==> config.mk <==
export PLATFORM = sky130hd
export DESIGN_NAME = ip_tile
export DESIGN_NICKNAME = d
export VERILOG_FILES = /design/src/rtl/ip_tile.sv
export SDC_FILE = /design/constraint.sdc
export NUM_CORES = 1
export LEC_CHECK = 0
export BUFFER_PORTS_ARGS = -buffer_cell sky130_fd_sc_hd__buf_4
export CAP_MARGIN = 10
export CORE_MARGIN = 2
export CORE_UTILIZATION = 62
export DETAILED_ROUTE_END_ITERATION = 7
export PLACE_DENSITY = 0.81
export SLEW_MARGIN = 10
export SYNTH_ARGS = -nofsm -noshare
export SYNTH_HDL_FRONTEND = slang
export SYNTH_SLANG_ARGS = --single-unit
==> constraint.sdc <==
create_clock -name clk -period 7.2 [get_ports clk]
set_input_delay 1.44 -clock clk [delete_from_list [all_inputs] [get_ports clk]]
set_output_delay 1.44 -clock clk [all_outputs]
set_load 0.01 [all_outputs]
==> src/rtl/ip_tile.sv <==
// Binary32 add/subtract tile behind a CSR/data-register interface.
// Five-state pipeline: IDLE capture, ALIGN, ADD, NORM, ROUND with RNE and IEEE specials.
module ip_tile #(
  parameter int CSR_IN_WIDTH  = 16,
  parameter int CSR_OUT_WIDTH = 16,
  parameter int REG_WIDTH     = 32
) (
  input  logic                     clk,
  input  logic                     arst_n,
  input  logic [CSR_IN_WIDTH-1:0]  csr_in,
  output logic                     csr_in_re,
  input  logic [REG_WIDTH-1:0]     data_reg_a,
  input  logic [REG_WIDTH-1:0]     data_reg_b,
  output logic [CSR_OUT_WIDTH-1:0] csr_out,
  output logic                     csr_out_we,
  output logic [REG_WIDTH-1:0]     data_reg_c
);

  localparam logic [31:0] QNAN = 32'h7FC0_0000;

  typedef enum logic [2:0] {IDLE, ALIGN, ADD, NORM, ROUND} state_t;
  state_t state, state_nx;

  logic        start;
  logic        unused_csr;
  logic [31:0] op_a, op_b;

  assign start      = csr_in[15];
  assign unused_csr = ^{csr_in[14:5], csr_in[3:0]};

  // pipeline registers
  logic        sx_r, sy_r, sgn_r;
  logic [9:0]  e_r;
  logic [26:0] mx_r, my_r, nm_r;
  logic [27:0] sum_r;
  logic        spec_r, spec_inv_r;
  logic [31:0] spec_val_r;

  // ALIGN stage combinational
  logic        a_nan, b_nan, a_inf, b_inf, swap;
  logic        spec_hit, spec_inv;
  logic [31:0] spec_val, x, y;
  logic [7:0]  x_exp, y_exp, e_diff;
  logic [26:0] y_ext, y_al;

  always_comb begin
    a_nan    = (&op_a[30:23]) & (|op_a[22:0]);
    b_nan    = (&op_b[30:23]) & (|op_b[22:0]);
    a_inf    = (&op_a[30:23]) & ~(|op_a[22:0]);
    b_inf    = (&op_b[30:23]) & ~(|op_b[22:0]);
    spec_hit = 1'b1;
    spec_val = QNAN;
    spec_inv = 1'b0;
    if (a_nan | b_nan)
      spec_inv = (a_nan & ~op_a[22]) | (b_nan & ~op_b[22]);
    else if (a_inf & b_inf & (op_a[31] ^ op_b[31]))
      spec_inv = 1'b1;
    else if (a_inf)
      spec_val = op_a;
    else if (b_inf)
      spec_val = op_b;
    else
      spec_hit = 1'b0;
    swap   = op_b[30:0] > op_a[30:0];
    x      = swap ? op_b : op_a;
    y      = swap ? op_a : op_b;
    x_exp  = (x[30:23] == 8'd0) ? 8'd1 : x[30:23];
    y_exp  = (y[30:23] == 8'd0) ? 8'd1 : y[30:23];
    y_ext  = {(|y[30:23]), y[22:0], 3'b000};
    e_diff = x_exp - y_exp;
    if (e_diff >= 8'd26)
      y_al = {26'd0, |y_ext};
    else
      y_al = (y_ext >> e_diff) | {26'd0, |(y_ext & ((27'd1 << e_diff) - 27'd1))};
  end

  // NORM stage: left shift is capped so the exponent never drops below 1 (subnormal output)
  logic [4:0]  lz;
  logic [9:0]  lim, sh, ne;
  logic [26:0] nm;

  always_comb begin
    lz = 5'd27;
    for (int unsigned i = 0; i < 27; i++)
      if (sum_r[i]) lz = 5'(26 - i);
    lim = e_r - 10'd1;
    sh  = '0;
    if (sum_r[27]) begin
      nm = {sum_r[27:2], |sum_r[1:0]};
      ne = e_r + 10'd1;
    end else begin
      sh = ({5'd0, lz} < lim) ? {5'd0, lz} : lim;
      nm = sum_r[26:0] << sh;
      ne = e_r - sh;
    end
  end

  // ROUND stage
  logic        rnd_up, f_inv, f_ovf, f_unf, f_inx;
  logic [24:0] mr;
  logic [9:0]  re;
  logic [22:0] rf;
  logic [31:0] res;
  logic [8:0]  stat;

  always_comb begin
    rnd_up = nm_r[2] & ((|nm_r[1:0]) | nm_r[3]);
    mr     = {1'b0, nm_r[26:3]} + 25'(rnd_up);
    if (mr[24]) begin
      re = e_r + 10'd1;
      rf = '0;
    end else begin
      re = mr[23] ? e_r : 10'd0;
      rf = mr[22:0];
    end
    f_inv = 1'b0;
    f_ovf = 1'b0;
    f_unf = 1'b0;
    f_inx = 1'b0;
    if (spec_r) begin
      res   = spec_val_r;
      f_inv = spec_inv_r;
    end else if (re >= 10'd255) begin
      res   = {sgn_r, 8'hFF, 23'd0};
      f_ovf = 1'b1;
      f_inx = 1'b1;
    end else begin
      res   = {sgn_r, re[7:0], rf};
      f_inx = |nm_r[2:0];
      f_unf = ~nm_r[26] & f_inx;
    end
    stat = {res[31],
            (&res[30:23]) & (|res[22:0]),
            (&res[30:23]) & ~(|res[22:0]),
            ~(|res[30:0]),
            f_inx, f_unf, f_ovf, f_inv, 1'b1};
  end

  always_ff @(posedge clk or negedge arst_n) begin
    if (!arst_n) state <= IDLE;
    else         state <= state_nx;
  end

  always_comb begin
    state_nx = state;
    case (state)
      IDLE:    if (start) state_nx = ALIGN;
      ALIGN:   state_nx = ADD;
      ADD:     state_nx = NORM;
      NORM:    state_nx = ROUND;
      ROUND:   state_nx = IDLE;
      default: state_nx = IDLE;
    endcase
  end

  always_ff @(posedge clk or negedge arst_n) begin
    if (!arst_n) begin
      csr_in_re  <= 1'b0;
      csr_out_we <= 1'b0;
      csr_out    <= '0;
      data_reg_c <= '0;
      op_a       <= '0;
      op_b       <= '0;
      sx_r       <= 1'b0;
      sy_r       <= 1'b0;
      sgn_r      <= 1'b0;
      e_r        <= '0;
      mx_r       <= '0;
      my_r       <= '0;
      nm_r       <= '0;
      sum_r      <= '0;
      spec_r     <= 1'b0;
      spec_inv_r <= 1'b0;
      spec_val_r <= '0;
    end else begin
      csr_in_re  <= 1'b0;
      csr_out_we <= 1'b0;
      case (state)
        IDLE: if (start) begin
          op_a      <= data_reg_a[31:0];
          op_b      <= {data_reg_b[31] ^ csr_in[4], data_reg_b[30:0]};
          csr_in_re <= 1'b1;
        end
        ALIGN: begin
          sx_r       <= x[31];
          sy_r       <= y[31];
          e_r        <= {2'b00, x_exp};
          mx_r       <= {(|x[30:23]), x[22:0], 3'b000};
          my_r       <= y_al;
          spec_r     <= spec_hit;
          spec_inv_r <= spec_inv;
          spec_val_r <= spec_val;
        end
        ADD: begin
          sum_r <= (sx_r == sy_r) ? {1'b0, mx_r} + {1'b0, my_r}
                                  : {1'b0, mx_r} - {1'b0, my_r};
          // exact cancellation of opposite signs yields +0
          sgn_r <= ((sx_r != sy_r) && (mx_r == my_r)) ? 1'b0 : sx_r;
        end
        NORM: begin
          nm_r <= nm;
          e_r  <= ne;
        end
        ROUND: begin
          data_reg_c <= REG_WIDTH'(res);
          csr_out    <= CSR_OUT_WIDTH'(stat);
          csr_out_we <= 1'b1;
        end
        default: ;
      endcase
    end
  end

endmodule

# Yosys cells after proc, flatten, opt, wreduce, memory -nomap -nowiden
# Index checks and enable logic that the tools add are counted.
# word_totals
mem_bits_rw	0
latchBits	0
output_inout_bits	50
regBits	263
wordCells	152
rom_bits	0
mem_count	0
# classes
bitwise_logic	26
div_mod_pow	0
magnitude_cmp	4
n_mux	65
n_mul	0
n_shift	3
n_addsub	8
n_reduce_logical	20
eq_ne	8
# op_table
op	n
$mux W32	7
$mux W5	26
$reduce_or A23 Y1	3
$reduce_or A31 Y1	2
$mux W27	2
$mux W10	4
$gt A31 B31 Y1	1
$mux W31	1
$add A27 B27 Y28	1
$mux W28	1
$sub A27 B27 Y28	1
$and A27 B27 Y27	1
$eq A27 B27 Y1	1
$or A27 B1 Y27	1
$reduce_or A27 Y1	1
$shl A1 B8 Y27 const A	1
$shl A27 B10 Y27	1
$shr A27 B8 Y27	1
$sub A27 B1 Y27 const B	1
$add A24 B1 Y25	1
$reduce_and A8 Y1	3
$mux W23	1
$pmux W10 S2	1
$mux W1	18
28 further kinds	53

# Depth between registers and ports, before layout
# Gate-level depths: netlist of run 1.
# logic_depth
ltp_word	32
ltp_mapped	29
ltp_nobuf	24

# Least setup slack after synthesis of run 1
# No wires, ideal clock.
# synth_path
path_type	flip-flop to flip-flop
startpoint	register op_a[19]
endpoint	register my_r[0]
setup_ps	140
arrival_ps	6320
setup_slack_ps	741
stages_incl_launch_ff	28
synth_period_minus_slack_ps	6459
path_cell_list	dfrtp_1 > inv_1 > ha_1 > nand4_1 > nor4_1 > nand4_1 > nand2_1 > o21bai_1 > buf_4 > buf_4 > mux2_2 > or4_1 > nor3_1 > nor2_1 > ha_1 > fa_1 > nand2b_1 > a211oi_1 > o2111ai_1 > mux2i_1 > nor3_1 > or2_1 > clkbuf_1 > nor3_2 > o21ai_0 > nor4_1 > a41o_1 > o211ai_1
# synth_via
elab_chain_len	11
word_cells_on_any_way	18
classes_between	2 x add/sub; 2 x order compare; 2 x shift; 5 x mux; 2 x bitwise; 5 x reduce/logical
# synth_lines
element	line	rtl
start: declaration	26	logic [31:0] op_a, op_b;
start signal: assignment	180	op_a <= data_reg_a[31:0];
$gt A31 B31 Y1	64	swap = op_b[30:0] > op_a[30:0];
$mux W32 (on tied branches)	65, 66	
$logic_not A8 Y1 (on tied branches)	67, 68	
$mux W8 (on tied branches)	67, 68	
$sub A8 B8 Y8	70	e_diff = x_exp - y_exp;
$shl A1 B8 Y27	74	y_al = (y_ext >> e_diff) | {26'd0, |(y_ext & ((27'd1 << e_diff) - 27'd1))};
$sub A27 B1 Y27	74	
$and A27 B27 Y27	74	
$reduce_or A27 Y1	74	
$or A27 B1 Y27	74	
$mux W27 (*)	71	if (e_diff >= 8'd26)
end signal: assignment	189	my_r <= y_al;
end: declaration	34	logic [26:0] mx_r, my_r, nm_r;
# Every way passes the cells marked *; elsewhere a longest branch is shown, timed or not.
# A chain may end at the register's enable or synchronous reset.

# Final worst setup path of run 1
# layout_path
startpoint	register op_a[21]
endpoint	register my_r[0]
# The elaborated chain is that of the path after synthesis.

==> results of run 1 <==
[cells by family (layout without fill, tap and decap cells)]
kind of cell,count (synthesis),in the layout,share of synthesized area [%]
flip-flops,262,262,33.1
AO/OA/AOI/OAI,655,655,21.8
multiplexers,189,189,11.1
other,2,8,0.0380
XOR/XNOR,71,71,3.14
AND/OR/NAND/NOR,763,763,18.5
buffers and inverters,261,347,5.67
adder cells (fa/ha/maj),104,104,6.69
[registers in the layout (all words and copies together), names as in the netlist]
register    cells
csr_in_re       1
csr_out         8
csr_out_we      1
data_reg_c     32
e_r            10
mx_r           24
my_r           27
nm_r           27
op_a           32
op_b           32
sgn_r           1
spec_inv_r      1
spec_r          1
spec_val_r     32
state           3
sum_r          28
sx_r            1
sy_r            1
[area by class of cell]
class                      count  share of cell area (%)
sequential                   262                    29.9
clock buffer                  42                    3.76
tap                          402                    2.29
multi-input combinational   1790                    55.4
timing repair buffer         183                    6.35
inverter                     113                    1.96
clock inverter                 9                   0.342
[timing repair]
action,CTS,global route
hold buffers,0,0
setup endpoints to repair,0,5
resized for setup,0,2
[worst max path at each step]
stage | from | endpoint | cells after the start
2_1_floorplan | op_a[19] | my_r[0] | 27
3_3_place_gp | op_a[18] | my_r[0] | 25
3_5_place_dp | op_a[18] | my_r[0] | 25
4_1_cts | op_a[18] | my_r[0] | 25
5_1_grt | op_a[20] | my_r[19] | 28
6_report | op_a[21] | my_r[0] | 25
[metal layers]
| layer | wire (um) | global-route usage [%] | up-vias |
|---|---|---|---|
| met5 | 0 | 0 | - |
| met4 | 3180 | 16.4 | 0 |
| met3 | 4130 | 3.93 | 185 |
| met2 | 30400 | 62.9 | 875 |
| met1 | 24400 | 47.1 | 8934 |
| li1 | - | - | 8573 |
[through the flow]
step / area, sq um / setup slack (ns) / util [%]
CTS: 21900 / 0.424 / 69.7
detailed placement: 21000 / 0.459 / 66.9
finish: 22000 / 0.379 / 69.7
global route: 22000 / 0.101 / 69.7
global placement: 21000 / 0.567 / 66.9
floorplan: 19800 / 0.741 / -
[worst reg2reg max path, cell delays in order (launching register included)]
cell,delay [ns]
dfrtp_1,0.52
inv_1,0.11
ha_1,0.32
nand4_1,0.22
nor4_1,0.41
buf_4,0.20
nand4_1,0.20
nand2_1,0.16
o21bai_4,0.25
mux2_2,0.47
or4_1,0.48
nor3_1,0.27
nor2_1,0.11
ha_1,0.22
fa_1,0.38
nand2b_1,0.19
a211oi_2,0.30
o2111ai_1,0.17
mux2i_1,0.20
nor3_1,0.12
or2_1,0.30
or4_1,0.47
a211oi_1,0.26
a211o_1,0.13
a41o_1,0.16
o211ai_1,0.10
[cells in the mapped netlist (all sizes together) (16+ instances only)]
cell type / instances
mux2: 49
mux4: 17
nand4: 29
o22ai: 24
inv: 109
a31oi: 17
and3: 19
ha: 101
nand2: 235
nand2b: 32
dfrtp: 262
xnor2: 46
or3: 16
and2: 37
o211ai: 29
clkbuf: 101
a21oi: 126
nor3: 51
mux2i: 123
a211oi: 27
nand3: 81
a21o: 24
o21ai: 210
buf: 47
xor2: 25
a221oi: 29
nor4: 35
o31ai: 20
nor2: 185
==> results.yml, run 1 <==
logic_synthesis:
  synth.avg_cell_area_sq_um: 8.57
  synth-seq-cells: 262
  synth_edf_count: 0
  syn-cell-area_sq_um: 19800
  async_reset_ff_share_pct: 100
  synth_cells: 2307
  synth_ff_type: "dfrtp_1"
  yosysSeqAreaShare_pct: 33.1
  synth_top_area_cell: "dfrtp_1"
  yosys_warnings: 0
  synth_top_area_share_pct: 33.1
  synth_cell_types: 105
  yosys-top-cells-area: "dfrtp_1 (33%), ha_1 (6.4%), mux2i_1 (6.2%)"
drt:
  routed_wl_um: 62200
  routed_via_density: 6.63
  drt_iter0_markers: 1770
  drcViolationCount: 0
  post_drt_wl_per_cell_um: 22.2
  vias: 18600
  ant_nets: 0
  dr.pass1.iters: 6
critical_path:
  critPathTopFamily: "simple AND/OR/NAND/NOR gates"
  cp-end-kind: "flop"
  path_max_fanout: 16
  r2r-start: "op_a[21]"
  r2r_end: "my_r[0]"
  worst-path-buf-inv: 2
  worstSetupPathType: "flop to flop"
  cp_slowest_cell: "dfrtp_1"
  required_ns: 7.65
  worstPathArrival_ns: 7.27
  cp_slowest_stage_delay_ns: 0.52
  reg2reg_slack_ns: 0.38
  start_kind: "flop"
  r2r_cells: 25
clocking:
  cts-buffers-inserted: 29
  htreeDepth: 1
  cts_buffer_depth: 3
  clk_pin_slew_ns: 0.07
  root_buffer: "clkbuf_16"
  clkLatencyLatePin_ns: 0.59
  numClockSinks: 262
  post-cts-setup-buffer-count: 0
  cts_tree: "built"
place:
  place_inst: 2750
  port_buffers: 110
  finalWeightedCongestion: 0.985
  dp_hpwl_um: 46100
sta:
  fin_crit_ns: 6.82
  fin_tns_setup_ns: 0
  finalHoldViolCount: 0
  worstMarginPinSlew_ns: 1.05
  grt_setup_unrepaired: "no"
  setup_viol: 0
  fin_skew_ns: 0.0243
  maxSlewHeadroom_pct: 29.6
  max_freq_mhz: 147
  hold_ws_ns: 0.479
  finalCritPeriodShare_pct: 94.7
  drv_slew: 0
cells_and_area:
  final_cell_count_no_fill: 2801
  fillCellCount: 2551
  multi_input_area_sq_um: 12200
  n_antenna_cell: 0
  seq_area_sq_um: 6560
  final_cell_mix: "dfrtp_1 (262), nand2_1 (233), o21ai_0 (199)"
  drive_gt1_share_pct: 14.0
  layout_commonest_cell: "dfrtp_1"
  syn_to_final_growth_pct: 11.0
  fin_nets: 2565
hold_path:
  whs_endpoint: "spec_val_r[31]"
  min_from: "spec_val_r[31]"
  holdPathStages: 2
  holdCritPathClass: "flop to flop"
global_routing:
  grt_pass1_wl_um: 97000
  grt_usage_pct: 36.7
  antenna_found_initial: 0
  grt_max_degree: 162
  grt_overflow: 0
  grt_pass1_vias: 17700
floorplan:
  start_util_pct: 62.8
  core_sq_um: 31500
  die_area_sq_um: 33300
  die_h_um: 183
  io_pins: 132
  dieWidth_um: 183
  std_cell_rows: 65
job:
  drv_cap: 0
outcome:
  outcome: "complete, no violations"
Power of run 1 is not shown: default switching activity piles up to over one toggle a cycle in this logic, so the estimate is an artifact.
==> run 2, diff against run 1 <==
CAP_MARGIN = 20   (was 10)
CORE_ASPECT_RATIO = 0.9   (was not set)
==> run 2 against run 1 <==
Critical path depth unchanged. Hold slack lost 0.011 ns. Cell area grew 0.66%. Final cell count up 0.54%. Sequential cell count did not move. Largest cell class unchanged. Highest routed layer unchanged.
==> results.yml, run 2 (synthesized netlist as in run 1, its figures left out) <==
drt:
  routed_wl_um: 62900
  drcViolationCount: 0
  drt_iter0_markers: 2061
  vias: 19000
  dr.pass1.iters: 6
  routed_via_density: 6.76
  post_drt_wl_per_cell_um: 22.3
  ant_nets: 0
place:
  dp_hpwl_um: 46900
  port_buffers: 110
  finalWeightedCongestion: 0.974
sta:
  finalCritPeriodShare_pct: 94.7
  max_freq_mhz: 147
  grt_setup_unrepaired: "no"
  fin_skew_ns: 0.0168
  worstMarginPinSlew_ns: 1.05
  drv_slew: 0
  fin_tns_setup_ns: 0
  fin_crit_ns: 6.82
  maxSlewHeadroom_pct: 29.8
  hold_ws_ns: 0.468
  setup_viol: 0
  finalHoldViolCount: 0
outcome:
  outcome: "complete, no violations"
global_routing:
  grt_pass1_vias: 18100
  antenna_found_initial: 0
  grt_pass1_wl_um: 100000
  grt_max_degree: 131
  grt_usage_pct: 37.8
  grt_overflow: 0
critical_path:
  reg2reg_slack_ns: 0.38
  worstPathArrival_ns: 7.26
  path_max_fanout: 7
  required_ns: 7.64
  cp-end-kind: "flop"
  worstSetupPathType: "flop to flop"
  start_kind: "flop"
floorplan:
  io_pins: 132
  die_area_sq_um: 33300
  std_cell_rows: 62
  start_util_pct: 62.5
  core_sq_um: 31700
  die_h_um: 173
  dieWidth_um: 192
hold_path:
  holdCritPathClass: "flop to flop"
cells_and_area:
  layout_commonest_cell: "dfrtp_1"
  fin_nets: 2566
  n_antenna_cell: 0
  final_cell_mix: "dfrtp_1 (256), nand2_1 (233), o21ai_0 (199)"
  syn_to_final_growth_pct: 11.7
  drive_gt1_share_pct: 14.6
clocking:
  clkLatencyLatePin_ns: 0.57
  cts-buffers-inserted: 29
  clk_pin_slew_ns: 0.06
  numClockSinks: 262
  htreeDepth: 1
  cts_buffer_depth: 3
  hold_buffers: 0
  root_buffer: "clkbuf_16"
  cts_tree: "built"
job:
  drv_cap: 0
==> run 2: cell types whose count changed in the layout (fill, tap and decap cells not counted), moves of 2 or more <==
cell       before  now
clkinv_2        3    7
dfrtp_2         0    6
bufinv_16       0    6
clkbuf_1        8    2
dfrtp_1       262  256
buf_4         181  183
clkbuf_8        5    3
==> run 2: cell type report <==
| class | count | area [sq um] |
|---|---|---|
| clock buffers | 34 | 774 |
| clock inverters | 17 | 248 |
| fillers | 2480 | 9560 |
| inverters | 113 | 429 |
| multi-input cells | 1790 | 12200 |
| flip-flops and latches | 262 | 6560 |
| well taps | 416 | 520 |
| repair buffers | 184 | 1390 |
==> run 2: worst max-delay path: stages (launching register included) <==
cell       delay (ns)
dfrtp_1          0.38
inv_1            0.10
ha_1             0.34
a211oi_1         0.27
o21bai_1         0.13
a211oi_1         0.45
nand3_2          0.28
o21bai_4         0.29
mux2_2           0.40
or4_1            0.52
nor3_1           0.29
nor2_1           0.11
ha_1             0.23
fa_1             0.38
nand2b_1         0.18
a211oi_1         0.22
buf_4            0.16
o2111ai_1        0.09
mux2i_1          0.26
nor3_1           0.13
or2_1            0.26
or4_1            0.47
a211oi_1         0.28
a211o_1          0.15
a41o_1           0.20
o211ai_1         0.10
==> run 2: worst paths after layout <==
path                                 from        endpoint  cells past startpoint
setup / recovery                 op_a[24]         my_r[0]                     25
hold / removal             data_reg_c[28]  data_reg_c[28]                      2
setup reg to reg                 op_a[24]         my_r[0]                     25
hold reg to reg            data_reg_c[28]  data_reg_c[28]                      2
max in group asynchronous          arst_n        op_a[17]                      2
min in group asynchronous          arst_n       sum_r[10]                      1
==> run 2: metal layers <==
metal  up-vias  share of wire (%)  wire length, um  track usage [%]
met5         -                  0                0                0
met4         0                3.4             2110             11.8
met3       167                9.3             5840             5.85
met2      1059                 45            28000             57.6
met1      9230                 43            26900             55.4
li1       8591                  -                -                -
==> run 2: per-stage QoR <==
stage	area, sq um	util [%]	instances	worst slack (ns)
after floorplan	19800	-	2313	0.741
after global placement	21000	66.5	2764	0.382
after detailed placement	21000	66.5	2764	0.347
after CTS	22100	69.7	2815	0.319
after global routing	22100	69.8	2816	0.0364
final	22100	69.8	2816	0.380
==> run 2: what timing repair did <==
item / CTS / global route
resized for setup: 0 / 8
hold endpoints to repair: 0 / 0
endpoints found under the setup margin: 0 / 2
setup buffers: 0 / 0
Power of run 2 is left out for the same reason.
